`config.mk`:
```
export PLATFORM = sky130hd
export DESIGN_NAME = bootram_seq_ctrl_flat
export DESIGN_NICKNAME = d
export VERILOG_FILES = /design/src/rtl/bootram_seq_pkg.sv /design/src/rtl/bootram_seq_ctrl_if.sv /design/src/rtl/bootram_rr_arb.sv /design/src/rtl/bootram_seq_ctrl.sv /design/src/flat_wrapper.sv
export SDC_FILE = /design/constraint.sdc
export NUM_CORES = 1
export LEC_CHECK = 0
export CORE_MARGIN = 1
export CORE_UTILIZATION = 43
export CTS_BUF_LIST = sky130_fd_sc_hd__clkbuf_16
export DETAILED_ROUTE_END_ITERATION = 8
export PLACE_DENSITY = 0.75
export RECOVER_POWER = 100
export SLEW_MARGIN = 30
export SYNTH_ARGS = -nofsm -noshare
export SYNTH_HDL_FRONTEND = slang
export SYNTH_SLANG_ARGS = --single-unit
```
`constraint.sdc`:
```
create_clock -name clk -period 3.6 [get_ports clk]
set_input_delay 0.72 -clock clk [delete_from_list [all_inputs] [get_ports clk]]
set_output_delay 0.72 -clock clk [all_outputs]
set_load 0.03 [all_outputs]
```
`src/rtl/bootram_seq_pkg.sv`:
```
// Shared types and constants for the boot BRAM sequencer: FSM states, grant IDs,
// access latencies and a byte-lane helper.
package bootram_seq_pkg;

    localparam int LANES  = 4;
    localparam int RD_LAT = 6;
    localparam int WR_LAT = 5;
    localparam int LD_LAT = 2;

    typedef enum logic [2:0] {
        IDLE,
        CPU_RD,
        CPU_WR,
        LD_WR,
        DONE
    } state_t;

    typedef enum logic {
        CPU    = 1'b0,
        LOADER = 1'b1
    } grant_t;

    function automatic logic [7:0] lane_byte(input logic [31:0] word, input logic [1:0] lane);
        return word[{lane, 3'b000} +: 8];
    endfunction

endpackage

```
`src/rtl/bootram_seq_ctrl_if.sv`:
```
// Requester-side bus of the boot BRAM sequencer: the PicoRV32 native bus plus the
// byte-wide boot loader write port.
interface bootram_seq_ctrl_if #(
    parameter int ADDR_W = 11
);

    logic              mem_valid;
    logic              mem_ready;
    logic [31:0]       mem_addr;
    logic [31:0]       mem_wdata;
    logic [3:0]        mem_wstrb;
    logic [31:0]       mem_rdata;
    logic              ld_valid;
    logic              ld_ready;
    logic [ADDR_W-1:0] ld_addr;
    logic [7:0]        ld_data;

    modport master (
        output mem_valid, mem_addr, mem_wdata, mem_wstrb, ld_valid, ld_addr, ld_data,
        input  mem_ready, mem_rdata, ld_ready
    );

    modport slave (
        input  mem_valid, mem_addr, mem_wdata, mem_wstrb, ld_valid, ld_addr, ld_data,
        output mem_ready, mem_rdata, ld_ready
    );

endinterface

```
`src/rtl/bootram_rr_arb.sv`:
```
// Two-way round-robin arbiter between the CPU and the boot loader; grants are
// only issued while arb_en is high and last_grant remembers who won last.
module bootram_rr_arb
    import bootram_seq_pkg::*;
(
    input  logic clk,
    input  logic reset,
    input  logic arb_en,
    input  logic req_cpu,
    input  logic req_ld,
    output logic gnt_cpu,
    output logic gnt_ld
);

    grant_t last_grant;

    // On a tie the requester that did not win last time gets the BRAM.
    always_comb begin
        gnt_cpu = arb_en && req_cpu && (!req_ld || (last_grant == LOADER));
        gnt_ld  = arb_en && req_ld && (!req_cpu || (last_grant == CPU));
    end

    always_ff @(posedge clk) begin
        if (reset) begin
            last_grant <= LOADER;
        end else if (gnt_cpu) begin
            last_grant <= CPU;
        end else if (gnt_ld) begin
            last_grant <= LOADER;
        end
    end

endmodule

```
`src/rtl/bootram_seq_ctrl.sv`:
```
// Splits 32-bit CPU accesses into four byte-lane cycles on the 2Kx8 boot BRAM and
// shares the BRAM with the UART loader. Loader port enabled by `BOOTRAM_LOADER_EN.
module bootram_seq_ctrl
    import bootram_seq_pkg::*;
#(
    parameter int ADDR_W = 11
) (
    input  logic              clk,
    input  logic              reset,
    bootram_seq_ctrl_if.slave bus,
    output logic              ram_ce,
    output logic              ram_oce,
    output logic              ram_wre,
    output logic [ADDR_W-1:0] ram_ad,
    output logic [7:0]        ram_din,
    input  logic [7:0]        ram_dout,
    output logic              busy
);

    state_t            state, state_n;
    logic [2:0]        step, step_n;
    logic [ADDR_W-3:0] word_q;
    logic [31:0]       wdata_q;
    logic [3:0]        wstrb_q;
    logic              ram_ce_n, ram_wre_n;
    logic [ADDR_W-1:0] ram_ad_n;
    logic [7:0]        ram_din_n;
    logic              mem_ready_q, mem_ready_n;
    logic              ld_ready_q, ld_ready_n;
    logic [31:0]       rdata_q, rdata_n;
    logic              ld_req, arb_en, gnt_cpu, gnt_ld;
    logic [1:0]        next_lane, cap_lane;

`ifdef BOOTRAM_LOADER_EN
    assign ld_req = bus.ld_valid;
`else
    assign ld_req = 1'b0;
`endif

    assign arb_en = (state == IDLE);

    bootram_rr_arb u_arb (
        .clk     (clk),
        .reset   (reset),
        .arb_en  (arb_en),
        .req_cpu (bus.mem_valid),
        .req_ld  (ld_req),
        .gnt_cpu (gnt_cpu),
        .gnt_ld  (gnt_ld)
    );

    // step counts cycles inside a CPU access; reads capture a lane two edges after issuing it.
    assign next_lane = step[1:0] + 2'd1;
    assign cap_lane  = step[1:0] - 2'd1;

    always_comb begin
        state_n     = state;
        step_n      = step;
        ram_ce_n    = 1'b0;
        ram_wre_n   = 1'b0;
        ram_ad_n    = ram_ad;
        ram_din_n   = ram_din;
        mem_ready_n = 1'b0;
        ld_ready_n  = 1'b0;
        rdata_n     = rdata_q;
        case (state)
            IDLE: begin
                step_n = 3'd0;
                if (gnt_cpu) begin
                    ram_ad_n = {bus.mem_addr[ADDR_W-1:2], 2'd0};
                    if (bus.mem_wstrb == 4'b0000) begin
                        state_n  = CPU_RD;
                        ram_ce_n = 1'b1;
                    end else begin
                        state_n   = CPU_WR;
                        ram_ce_n  = bus.mem_wstrb[0];
                        ram_wre_n = bus.mem_wstrb[0];
                        ram_din_n = lane_byte(bus.mem_wdata, 2'd0);
                    end
                end else if (gnt_ld) begin
                    state_n   = LD_WR;
                    ram_ce_n  = 1'b1;
                    ram_wre_n = 1'b1;
                    ram_ad_n  = bus.ld_addr;
                    ram_din_n = bus.ld_data;
                end
            end
            CPU_RD: begin
                step_n = step + 3'd1;
                if (step < 3'd3) begin
                    ram_ce_n = 1'b1;
                    ram_ad_n = {word_q, next_lane};
                end
                if (step != 3'd0) begin
                    rdata_n[{cap_lane, 3'b000} +: 8] = ram_dout;
                end
                if (step == 3'd4) begin
                    state_n     = DONE;
                    mem_ready_n = 1'b1;
                end
            end
            CPU_WR: begin
                step_n = step + 3'd1;
                if (step < 3'd3) begin
                    ram_ce_n  = wstrb_q[next_lane];
                    ram_wre_n = wstrb_q[next_lane];
                    ram_ad_n  = {word_q, next_lane};
                    ram_din_n = lane_byte(wdata_q, next_lane);
                end else begin
                    state_n     = DONE;
                    mem_ready_n = 1'b1;
                end
            end
            LD_WR: begin
                state_n    = DONE;
                ld_ready_n = 1'b1;
            end
            DONE: begin
                state_n = IDLE;
            end
            default: begin
                state_n = IDLE;
            end
        endcase
    end

    always_ff @(posedge clk) begin
        if (reset) begin
            state       <= IDLE;
            step        <= 3'd0;
            word_q      <= '0;
            wdata_q     <= '0;
            wstrb_q     <= '0;
            ram_ce      <= 1'b0;
            ram_wre     <= 1'b0;
            ram_ad      <= '0;
            ram_din     <= '0;
            mem_ready_q <= 1'b0;
            ld_ready_q  <= 1'b0;
            rdata_q     <= '0;
        end else begin
            state       <= state_n;
            step        <= step_n;
            ram_ce      <= ram_ce_n;
            ram_wre     <= ram_wre_n;
            ram_ad      <= ram_ad_n;
            ram_din     <= ram_din_n;
            mem_ready_q <= mem_ready_n;
            ld_ready_q  <= ld_ready_n;
            rdata_q     <= rdata_n;
            if (gnt_cpu) begin
                word_q  <= bus.mem_addr[ADDR_W-1:2];
                wdata_q <= bus.mem_wdata;
                wstrb_q <= bus.mem_wstrb;
            end
        end
    end

    assign ram_oce       = 1'b1;
    assign busy          = (state != IDLE);
    assign bus.mem_ready = mem_ready_q;
    assign bus.mem_rdata = rdata_q;
    assign bus.ld_ready  = ld_ready_q;

endmodule
```
`src/flat_wrapper.sv`:
```
// flat-port wrapper written by rule: the top's interface ports become plain ports
module bootram_seq_ctrl_flat import bootram_seq_pkg::*;
#(
    parameter int ADDR_W = 11
)
  (clk, reset, ram_ce, ram_oce, ram_wre, ram_ad, ram_din, ram_dout, busy, bus_mem_valid, bus_mem_addr, bus_mem_wdata, bus_mem_wstrb, bus_ld_valid, bus_ld_addr, bus_ld_data, bus_mem_ready, bus_mem_rdata, bus_ld_ready);
  bootram_seq_ctrl_if #(.ADDR_W(ADDR_W)) bus_i ();
  input  logic clk;
  input  logic reset;
  output logic ram_ce;
  output logic ram_oce;
  output logic ram_wre;
  output logic [ADDR_W-1:0] ram_ad;
  output logic [7:0] ram_din;
  input  logic [7:0] ram_dout;
  output logic busy;
  input wire logic [$bits(bus_i.mem_valid)-1:0] bus_mem_valid;
  input wire logic [$bits(bus_i.mem_addr)-1:0] bus_mem_addr;
  input wire logic [$bits(bus_i.mem_wdata)-1:0] bus_mem_wdata;
  input wire logic [$bits(bus_i.mem_wstrb)-1:0] bus_mem_wstrb;
  input wire logic [$bits(bus_i.ld_valid)-1:0] bus_ld_valid;
  input wire logic [$bits(bus_i.ld_addr)-1:0] bus_ld_addr;
  input wire logic [$bits(bus_i.ld_data)-1:0] bus_ld_data;
  output wire logic [$bits(bus_i.mem_ready)-1:0] bus_mem_ready;
  output wire logic [$bits(bus_i.mem_rdata)-1:0] bus_mem_rdata;
  output wire logic [$bits(bus_i.ld_ready)-1:0] bus_ld_ready;
  assign bus_i.mem_valid = bus_mem_valid;
  assign bus_i.mem_addr = bus_mem_addr;
  assign bus_i.mem_wdata = bus_mem_wdata;
  assign bus_i.mem_wstrb = bus_mem_wstrb;
  assign bus_i.ld_valid = bus_ld_valid;
  assign bus_i.ld_addr = bus_ld_addr;
  assign bus_i.ld_data = bus_ld_data;
  assign bus_mem_ready = bus_i.mem_ready;
  assign bus_mem_rdata = bus_i.mem_rdata;
  assign bus_ld_ready = bus_i.ld_ready;
  bootram_seq_ctrl #(.ADDR_W(ADDR_W)) u_core (.clk(clk), .reset(reset), .bus(bus_i), .ram_ce(ram_ce), .ram_oce(ram_oce), .ram_wre(ram_wre), .ram_ad(ram_ad), .ram_din(ram_din), .ram_dout(ram_dout), .busy(busy));
endmodule
```
== Word-level counts from Yosys, hierarchy flattened ==
Index checks and enable logic that the tools add are counted.
Word-level totals
  bits in registers: 106
  output and inout bits: 57
  word-level logic and storage cells: 71
Operators by class
  $add $sub $neg: 4
  order comparisons: 2
  eq/ne operators: 10
  shift operators: 3
  multiplexer cells: 28
  reductions and logical operators: 12
Operator list (count)
  bitwise mux 32 bit: 1
  variable shift 8 x 7 -> 32 bit (first input constant): 1
  indexed part select 32 x 6 -> 8 bit: 1
  indexed part select 8 x 7 -> 32 bit: 1
  2-to-1 mux 8 bit: 3
  2-to-1 mux 11 bit: 2
  one-hot mux 11 bit (2 select lines): 1
  one-hot mux 8 bit (2 select lines): 1
  one-hot mux 3 bit (4 select lines): 1
  2-to-1 mux 1 bit: 10
  2-to-1 mux 3 bit: 3
  != test 2 x 1 -> 1 bit (second input constant): 4
  negator 5 -> 7 bit: 1
  equality test 3 x 2 -> 1 bit (second input constant): 2
  one-hot mux 3 bit (2 select lines): 1
  AND reduction 3 bit: 2
  nonzero test 3 bit: 2
  zero test 4 bit: 1
  != test 2 bit (second input constant): 2
  one-hot mux 1 bit (2 select lines): 2
  AND reduction 4 bit: 1
  nonzero test 2 bit: 2
  adder 3 x 1 -> 3 bit (second input constant): 1
  equality test 3 x 1 -> 1 bit (second input constant): 1
  other kinds (12): 12

== Longest topological paths before layout ==
  depth in word-level cells: 5
  depth in mapped cells: 10
  gate-level depth less buffers: 5

== Modules after synthesis ==
Synthesis repeated with hierarchy kept, for this count alone.
Unflattened totals
  cells, all modules: 529
  area total of the unflattened synthesis: 4783.3 sq um
By module, submodules not included
  bootram_seq_ctrl: instances 1, cells each 521, area an instance 4724.5 sq um, sequential area each 2122.0 sq um
  bootram_rr_arb: instances 1, cells each 8, area an instance 58.8 sq um, sequential area each 20.0 sq um

== Least setup slack after synthesis ==
OpenSTA, ideal clock, no wires.
  path type: flip-flop to flip-flop
  start point: register u_core.step[0]
  end point: register u_core.rdata_q[7] (netlist: u_core.bus.mem_rdata[7])
  arrival: 2420 ps
  required time: 3530 ps
  slack: 1109 ps
  cell stages (with the launch flop): 11
  path buffers: 5
  cells stage by stage: dfxtp_1 buf_2 clkbuf_1 inv_1 ha_1 buf_4 buf_6 clkbuf_1 nand4_1 or4_1 a21oi_1
Between the ends
  word-level cells in the longest chain between the ends: 4
RTL lines
  start, declared: RTL line bootram_seq_ctrl.sv:21  | logic [2:0] step, step_n;
  start signal, assigned: RTL line bootram_seq_ctrl.sv:143  | step <= step_n;
  subtractor 2 x 1 -> 2 bit: RTL line bootram_seq_ctrl.sv:54  | assign cap_lane = step[1:0] - 2'd1;
  negator 5 -> 7 bit: RTL line bootram_seq_ctrl.sv:95  | rdata_n[{cap_lane, 3'b000} +: 8] = ram_dout;
  indexed part select 8 x 7 -> 32 bit or variable shift 8 x 7 -> 32 bit (tied branches): RTL line bootram_seq_ctrl.sv:95
  bitwise mux 32 bit: RTL line bootram_seq_ctrl.sv:95
  end signal, assigned: RTL line bootram_seq_ctrl.sv:150  | rdata_q <= rdata_n;
  end, declared: RTL line bootram_seq_ctrl.sv:30  | logic [31:0] rdata_q, rdata_n;
Several ways; a longest one is shown, not always the timed one.
A chain may end at the register's enable or synchronous reset.

== Final worst setup path ==
  start point: register u_core.step[0]
  end point: register u_core.rdata_q[30] (netlist: u_core.bus.mem_rdata[30])
Same word-level chain as after synthesis.

==> metrics.cfg <==
[logic_synthesis]
yosysTopAreaCell=dfxtp_1
synth_warnings=0
syn-num-nets=667
synthTopCellsByCount=nand2_1, dfxtp_1, a21oi_1, clkbuf_1, nand4_1
synth_area_um2=4890
synthCells=562
syn_area_per_cell_um2=8.70
synth_edf_count=0
ys_seq_area_share_pct=43.4
synthTopCellsByArea=dfxtp_1, nand2_1, a21oi_1, nand4_1, mux4_2
synth_seq_cells=106
yosysMostFrequentCell=nand2_1
yosysUniqueCellTypes=48
yosysTopAreaCellShare_pct=43.4
synthFlopType=dfxtp_1
synthArstFlopShare_pct=0

[timing]
period_share_pct=78.4
slew_headroom_pct=-34.3
final_hold_viol_count=0
clock.fmax_mhz=354
finalSetupTns_ns=0
finalCriticalPeriod_ns=2.82
maxSlewViolCount=47
worst_clock_skew_ns=0.00663
tightest_slew_ns=2.01
setup_violations=0
rsz0062_at_grt=no
fin_hold_ws_ns=0.455

[global_routing]
antenna_found_initial=1
track_usage_pct=21.4
grt_pass1_vias=4230
grt_max_degree=65
grt_overflow=0
grt_pass1_wl_mm=20.1

[power_and_ir_drop]
power_density_nw_per_um2=437
p_leak_nw=2.29
ir_worst_vdd_v=0.000229

[die]
num_io_pins=156
core_um2=11000
fp-row-count=38
initial_core_util_pct=44.5
die_x_um=109
die_h_um=109
die-area_um2=11800

[worst_setup_path]
r2r-start=u_core.step[0]
worst_setup_path_start_kind=flip-flop
cp_max_fo=42
setup.worst_path.end_class=flip-flop
r2r_slack_ns=0.78
arrival_ns=3.09
required_ns=3.87
worstRegToRegCells=7
crit_type=reg2reg
r2r-end=u_core.bus.mem_rdata[30]

[cells_and_area]
drive_above_1_share_pct=6.75
regArea_um2=2120
fin_nets=737
area_growth_pct=28.5
multiInputGateArea_um2=2460
final_core_util_pct=57.2
fill_cells=985

[route]
via_count=4523
drc_errors=0
drtAntennaViolNets=0
routed_wl_mm=12.5
drt_pass1_iterations=5
viasPerCell=5.81
wl_per_cell_um=16.1
drtIter0Drc=328

[clock_network]
clk_pin_slew_worst_paths_ns=0.07
clock_path_buffers=2
cts-root-buf=clkbuf_16
clk_latency_ns=0.34
cts_inserted_buffers=9
hold_buffers=0
cts.sinks=106
htreeDepth=3
cts_tree=yes
post_cts_resized=0
cts_setup_buffers=0

[place]
numPortBuffers=111
dp_hpwl_mm=8.58
gp_congestion=0.795

[hold_path]
worstHoldEndpoint=u_core.wdata_q[14]
hold-path-cell-count=2
hp-class=reg2reg
worstHoldStart=u_core.wdata_q[14]

[run]
drv_cap=1

[run_status]
violations=max-capacitance violations, max-slew violations
status=finished, violations left

## layer usage
metal	GRT usage, %	routed length, um
met1	28.3	5360
met2	35.7	6220
met3	3.77	844
met4	6.56	123
met5	0	0
## report_power, final
part           switching, W  leakage [nW]  total (W)  internal, W
sequential        0.0000399         0.866    0.00127      0.00123
clock              0.000450         0.149   0.000997     0.000547
combinational      0.000274          1.27   0.000473     0.000199
total              0.000764          2.29    0.00274      0.00198
## critical path, cell delays in order, from the launching register on
cell and delay [ns]:
dfxtp_1 0.31, clkbuf_2 0.67, inv_1 0.21, ha_1 0.37, buf_4 0.21, nor3_1 0.59, nand4_1 0.21, a21oi_1 0.17
## state kept, by name (all words and copies together) (netlist names)
signal and flops:
u_core.step 3, u_core.ram_ad 11, u_core.ram_ce 1, u_core.word_q 9, u_core.wstrb_q 4, u_core.bus.ld_ready 1, u_core.wdata_q 32, u_core.bus.mem_ready 1
u_core.state 3, u_core.ram_din 8, u_core.ram_wre 1, u_core.bus.mem_rdata 32
## placed cells by master, fill, tap and decap left out, types with 2 or more instances in the layout
master	count
a221oi_1	8
nand2_1	113
buf_4	7
nand3b_1	2
nand3_1	2
nand2b_1	3
a21o_1	2
ha_1	6
mux4_2	9
nor4bb_1	16
a22oi_1	2
nor3_1	3
dlygate4sd3_1	57
a311oi_1	18
mux2i_1	8
clkbuf_2	4
a21oi_1	81
inv_1	7
nor3b_2	2
o21ai_0	10
a211oi_1	10
o31ai_1	25
a31oi_1	2
or4_1	9
clkbuf_16	9
nor2b_1	3
clkinv_4	2
nor2_1	3
nand4_1	33
dfxtp_1	106
clkdlybuf4s50_1	53
## metrics by stage
| step | setup slack [ns] | instance area, um2 | instances | power, W |
|---|---|---|---|---|
| finish | 0.776 | 6290 | 778 | 0.00274 |
| floorplan | 1.11 | 4890 | 562 | 0.00160 |
| global placement | 0.985 | 6000 | 761 | 0.00177 |
| CTS | 0.873 | 6300 | 777 | 0.00277 |
| global route | 0.534 | 6280 | 777 | 0.00285 |
| detailed placement | 0.925 | 6000 | 761 | 0.00179 |
## cell type report
cell class / instances / area share (%)
antenna: 1 / 0.0398
inverter: 6 / 0.358
clock inverter: 7 / 1.25
timing repair buffer: 123 / 19.0
multi-input combinational: 386 / 39.2
clock buffer: 9 / 3.58
sequential: 106 / 33.8
tap: 140 / 2.79
## cells by family after synthesis
family          count (synthesis)  share of synthesized area, %
buf+inv                        70                          6.34
other cells                     1                        0.0767
compound gates                164                          21.3
fa+ha+maj                       6                          1.53
simple gates                  196                          21.2
flops                         106                          43.4
xor+xnor                        2                         0.358
mux                            17                          5.78
## worst max-delay path by stage
stage,startpoint,endpoint,depth (start not counted)
CTS,u_core.state[0],busy,2
detailed placement,bus_mem_wstrb[0],u_core.ram_din[6],4
global route,u_core.state[0],u_core.ram_ad[6],3
global placement,bus_mem_wstrb[0],u_core.ram_din[1],4
finish,u_core.step[0],u_core.bus.mem_rdata[30],7
floorplan,u_core.step[0],u_core.bus.mem_rdata[7],10
No activity file was read; power rests on OpenSTA's default activity.
